**src/rtl/fns_ftf_encoder_iter.sv**
```systemverilog
// fns_ftf_encoder_iter
//   Multi-cycle Fibonacci-numeral-system (FNS) forbidden-transition-free encoder.
//   A word is accepted in IDLE. RUN then resolves BPC codeword bits per clock,
//   from the MSB downwards. DONE presents the registered codeword until the
//   consumer takes it.
// Ports
//   clock, reset          rising-edge clock, asynchronous active-high reset
//   in_valid / in_ready   input handshake; in_data is the binary value to encode
//   out_valid / out_ready output handshake
//   out_code              codeword; bit i has weight F(i+1)
//   out_err               in_data was >= F(CODE_W+2); out_code is 0 in that case
module fns_ftf_encoder_iter #(
  parameter int   CODE_W = 16,
  parameter int   BPC    = 4,
  parameter int   DATA_W = 12,
  parameter logic SEED   = 1'b0
) (
  input  logic              clock,
  input  logic              reset,
  input  logic              in_valid,
  output logic              in_ready,
  input  logic [DATA_W-1:0] in_data,
  output logic              out_valid,
  input  logic              out_ready,
  output logic [CODE_W-1:0] out_code,
  output logic              out_err
);

  // Compare width: wide enough for both the data path and every Fibonacci
  // constant that is actually indexed (at most F(34) for a 32-bit code).
  localparam int FW = (DATA_W > 32 ? DATA_W : 32) + 1;
  // Bit-pointer width. The table covers every pointer value, so any index
  // (including pointer+2) stays inside the array.
  localparam int PW = $clog2(CODE_W + 3);

  typedef enum logic [1:0] {S_IDLE, S_RUN, S_DONE} state_t;

  function automatic logic [63:0] fib(input int k);
    logic [63:0] a, b, t;
    a = 64'd1;
    b = 64'd1;
    if (k <= 0) return 64'd0;
    if (k <= 2) return 64'd1;
    for (int x = 3; x <= k; x++) begin
      t = a + b;
      a = b;
      b = t;
    end
    return b;
  endfunction

  logic [FW-1:0] fib_w [0:(1<<PW)-1];

  genvar g;
  generate
    for (g = 0; g < (1 << PW); g++) begin : g_fib
      assign fib_w[g] = FW'(fib(g));
    end
  endgenerate

  state_t              state_q, state_d;
  logic [DATA_W-1:0]   r_q, r_d;
  logic [PW-1:0]       p_q, p_d;
  logic                prev_q, prev_d;
  logic [CODE_W-1:0]   work_q, work_d;   // bits resolved so far, never driven out
  logic [CODE_W-1:0]   code_q, code_d;
  logic                err_q, err_d;

  logic                in_range;

  // One RUN cycle: BPC chained stages starting at bit p_q
  logic [DATA_W-1:0]   r_c;
  logic                prev_c;
  logic [CODE_W-1:0]   bits_c;
  logic                b_c;
  logic [PW-1:0]       idx, idx1, idx2;
  logic [FW-1:0]       rw;

  assign in_range = FW'(in_data) < fib_w[CODE_W+2];

  always_comb begin
    r_c    = r_q;
    prev_c = prev_q;
    bits_c = work_q;
    b_c    = 1'b0;
    idx    = '0;
    idx1   = '0;
    idx2   = '0;
    rw     = '0;
    for (int j = 0; j < BPC; j++) begin
      idx  = p_q - PW'(j);
      idx1 = idx + PW'(1);
      idx2 = idx + PW'(2);
      rw   = FW'(r_c);
      if (idx == '0) begin
        // The remainder is already 0 or 1 here, so it is the LSB itself.
        b_c = r_c[0];
      end else begin
        if (rw < fib_w[idx1])       b_c = 1'b0;
        else if (rw >= fib_w[idx2]) b_c = 1'b1;
        else                        b_c = prev_c;  // ambiguous band: repeat the bit above
        if (b_c) r_c = r_c - DATA_W'(fib_w[idx1]);
      end
      bits_c = bits_c | (CODE_W'(b_c) << idx);
      prev_c = b_c;
    end
  end

  always_comb begin
    state_d = state_q;
    r_d     = r_q;
    p_d     = p_q;
    prev_d  = prev_q;
    work_d  = work_q;
    code_d  = code_q;
    err_d   = err_q;
    case (state_q)
      S_IDLE: begin
        if (in_valid) begin
          if (in_range) begin
            state_d = S_RUN;
            r_d     = in_data;
            p_d     = PW'(CODE_W - 1);
            prev_d  = SEED;
            work_d  = '0;
          end else begin
            state_d = S_DONE;
            code_d  = '0;
            err_d   = 1'b1;
          end
        end
      end
      S_RUN: begin
        r_d    = r_c;
        prev_d = prev_c;
        work_d = bits_c;
        p_d    = p_q - PW'(BPC);
        // Last group ends at bit 0, which means the pointer was BPC-1.
        if (p_q == PW'(BPC - 1)) begin
          state_d = S_DONE;
          code_d  = bits_c;
          err_d   = 1'b0;
        end
      end
      S_DONE: begin
        if (out_ready) state_d = S_IDLE;
      end
      default: state_d = S_IDLE;
    endcase
  end

  always_ff @(posedge clock or posedge reset) begin
    if (reset) begin
      state_q <= S_IDLE;
      r_q     <= '0;
      p_q     <= '0;
      prev_q  <= 1'b0;
      work_q  <= '0;
      code_q  <= '0;
      err_q   <= 1'b0;
    end else begin
      state_q <= state_d;
      r_q     <= r_d;
      p_q     <= p_d;
      prev_q  <= prev_d;
      work_q  <= work_d;
      code_q  <= code_d;
      err_q   <= err_d;
    end
  end

  // in_ready is masked while reset is asserted so every output reads 0 then.
  assign in_ready  = (state_q == S_IDLE) && !reset;
  assign out_valid = (state_q == S_DONE);
  assign out_code  = code_q;
  assign out_err   = err_q;

endmodule
```
**config.mk**
```make
export PLATFORM = sky130hd
export DESIGN_NAME = fns_ftf_encoder_iter
export DESIGN_NICKNAME = d
export VERILOG_FILES = /design/src/rtl/fns_ftf_encoder_iter.sv
export SDC_FILE = /design/constraint.sdc
export NUM_CORES = 1
export LEC_CHECK = 0
export CORE_ASPECT_RATIO = 1.75
export CORE_MARGIN = 2
export CORE_UTILIZATION = 60
export DETAILED_ROUTE_END_ITERATION = 10
export GPL_TIMING_DRIVEN = 0
export HOLD_SLACK_MARGIN = 0.05
export PLACE_DENSITY = 0.79
export SYNTH_ARGS = -nofsm -noshare
export SYNTH_HDL_FRONTEND = slang
export SYNTH_SLANG_ARGS = --single-unit
```
**constraint.sdc**
```tcl
create_clock -name clock -period 16.58 [get_ports clock]
set_input_delay 2.487 -clock clock [delete_from_list [all_inputs] [get_ports clock]]
set_output_delay 2.487 -clock clock [all_outputs]
set_load 0.005 [all_outputs]
```
==> results.sh <==
export IMPL_outcome="finished clean"
export IMPL_yosys_warnings=0
export IMPL_hold_class="register to register"
export IMPL_ys_seq_elements=52
export IMPL_max_stage_delay_ps=820
export IMPL_syn_num_nets=1298
export IMPL_vias_per_cell=6.95
export IMPL_synth_simple_area_share_pct=20.1
export IMPL_cts_inserted_buffers=5
export IMPL_antenna_found_initial=0
export IMPL_rows=57
export IMPL_core_um2=13800
export IMPL_hold_path_startpoint="work_q[10]"
export IMPL_antennaDiodeCount=0
export IMPL_crit_type="register to register"
export IMPL_nets=1338
export IMPL_place_gp_congestion=1.11
export IMPL_holdBufCountCts=0
export IMPL_drive_gt1_share_pct=5.00
export IMPL_worst_slew_pin_slew_ps=1230
export IMPL_rsz0062_at_grt="no"
export IMPL_required_ps=16770
export IMPL_post_route_period_util_pct=96.6
export IMPL_drc_errors=0
export IMPL_yosysSeqAreaShare_pct=15.5
export IMPL_htreeDepth=2
export IMPL_synthCells=1158
export IMPL_dr_pass1_iters=5
export IMPL_first_iter_violations=901
export IMPL_clkLatencyLatePin_ps=300
export IMPL_clock_sinks=52
export IMPL_dp_hpwl_um=27300
export IMPL_crit_slowest_cell="o21ai_1"
export IMPL_hold_viol=0
export IMPL_critPathMaxFanout=11
export IMPL_wl_um=34400
export IMPL_avgSynthCellArea_um2=7.27
export IMPL_synth_xor_area_share_pct=5.44
export IMPL_cap_violations=0
export IMPL_crit_arrival_ps=16200
export IMPL_layout_min_cycle_time_ps=16010
export IMPL_crit_top_cell="o21ai_0"
export IMPL_finalSetupViolations=0
export IMPL_tns_ps=0
export IMPL_synthMuxAreaShare_pct=2.97
export IMPL_synth_most_common_cell="nand2_1"
export IMPL_synth_cell_type_count=77
export IMPL_synthAdderAreaFrac_pct=19.0
export IMPL_crit_family="compound AO/OA/AOI/OAI gates"
export IMPL_synth_area_um2=8420
export IMPL_die_x_um=93.5
export IMPL_grt_pass1_vias=9255
export IMPL_grt_total_usage_pct=45.8
export IMPL_cts_tree="yes"
export IMPL_portBuffers=34
export IMPL_synth_compound_area_share_pct=31.2
export IMPL_io_pins=35
export IMPL_synth_top_family_by_area="compound AO/OA/AOI/OAI gates"
export IMPL_wl_per_cell_um=25.0
export IMPL_post_cts_buffers=0
export IMPL_ant_nets=0
export IMPL_start_util_pct=61.1
export IMPL_yosysTopAreaCellShare_pct=17.8
export IMPL_vias=9561
export IMPL_start_kind="register"
export IMPL_grt_overflow=0
export IMPL_synth_area_leader_cell="ha_1"
export IMPL_crit_buf_inv=10
export IMPL_path_clk_slew_ps=70
export IMPL_root_buffer="clkbuf_16"
export IMPL_finClkSkew_ps=6.91
export IMPL_synthFlopType="dfrtp_1"
export IMPL_r2r_start="p_q[0]"
export IMPL_synthTopCellsByArea="ha_1, dfrtp_1, nand2_1"
export IMPL_grt_max_degree=33
export IMPL_ys_top_cells_by_count="nand2_1, ha_1, nor2_1, o21ai_0, a21oi_1"
export IMPL_grt_pass1_wl_um=52100
export IMPL_finalMaxSlewViolations=0
export IMPL_async_flop_share_pct=100
export IMPL_fmax_mhz=62.5
export IMPL_max_slew_margin_pct=17.6
export IMPL_nFillCells=1301
export IMPL_clockBufferDepth=2
export IMPL_die_y_um=161
export IMPL_synth_edf_count=0
export IMPL_die_area_um2=15000
export IMPL_cp_end_kind="register"
export IMPL_critPathLaunch="p_q[0]"
export IMPL_area_growth_pct=8.80
[worst reg2reg max path, delay by kind of cell (launching register included)]
kind / cells / cell delay, ps
flops: 1 / 660
mux: 2 / 620
fa+ha+maj: 6 / 2190
simple gates: 9 / 2260
compound gates: 29 / 7210
buf+inv: 10 / 2940
[layer usage]
metal  GRT usage (%)  share of wire [%]
met5               0                  0
met4            45.2                 12
met3            11.5                9.7
met2            73.9                 46
met1            46.3                 32
[path summary, 6_finish.rpt]
check / endpoint / depth (start not counted) / slack [ps]
worst min register to register: work_q[10] / 2 / 480
min in group asynchronous: r_q[8] / 2 / 2560
max in group asynchronous: out_code[3] / 3 / 13490
worst max register to register: r_q[7] / 56 / 570
worst max-delay path: r_q[7] / 56 / 570
worst min-delay path: work_q[10] / 2 / 480
[what timing repair did]
action,4_1_cts,5_1_grt
resized for setup,1,19
endpoints found under the setup margin,5,29
endpoints found under the hold margin,0,0
cloned,0,0
pin swaps,0,0
[state kept, by name (all words and copies together) (netlist names)]
signal	flops
out_code	16
out_err	1
p_q	4
prev_q	1
r_q	12
state_q	2
work_q	16
[final cells by class]
type	count	area [µm²]	share of cell area (%)
Clock inverter	3	25.0	0.273
Buffer	65	263	2.87
Sequential cell	52	1300	14.2
Timing Repair Buffer	35	360	3.93
Multi-Input combinational cell	977	6630	72.3
Inverter	62	236	2.58
Clock buffer	5	125	1.37
Tap cell	177	221	2.42
[stage by stage]
stage                     hold WS (ps)  std cells  util (%)  setup WS [ps]  cell area (µm²)
after detailed placement           463       1370      65.4           21.5             9000
after global placement             450       1369      65.2           60.7             8980
after CTS                          479       1378      66.5            132             9150
final                              478       1376      66.5            567             9160
after global routing               503       1376      66.5           40.4             9160
after floorplan                    445       1158         -           4510             8420
[cells by family after synthesis]
kind of cell,after synthesis
DFF,52
and+or+nand+nor,381
xor gates and xnor gates,49
muxes,24
AOI/OAI and AO/OA,397
adders and majority gates,126
buffers and inverters,129
[cells in the final DEF, fill, tap and decap left out, types with 10 or more instances in the layout]
| cell | count |
|---|---|
| clkdlybuf4s50_1 | 34 |
| a21o_1 | 24 |
| nor2_1 | 113 |
| clkbuf_1 | 43 |
| a21oi_1 | 95 |
| a22o_1 | 10 |
| nor2b_1 | 12 |
| a211oi_1 | 11 |
| a31oi_1 | 16 |
| a22oi_1 | 12 |
| xnor2_1 | 34 |
| a21boi_0 | 11 |
| nand2_1 | 152 |
| ha_1 | 119 |
| mux2i_1 | 16 |
| inv_1 | 54 |
| o221ai_1 | 10 |
| nor3_1 | 17 |
| o21a_1 | 10 |
| xor2_1 | 12 |
| nand2b_1 | 14 |
| o211ai_1 | 11 |
| o21ai_0 | 96 |
| nand3_1 | 27 |
| nand4_1 | 10 |
| a221o_1 | 10 |
| dfrtp_1 | 52 |
Power is left out: the tool's default activity adds up to more than one toggle a clock period on the data nets, which glitch-free logic cannot reach.
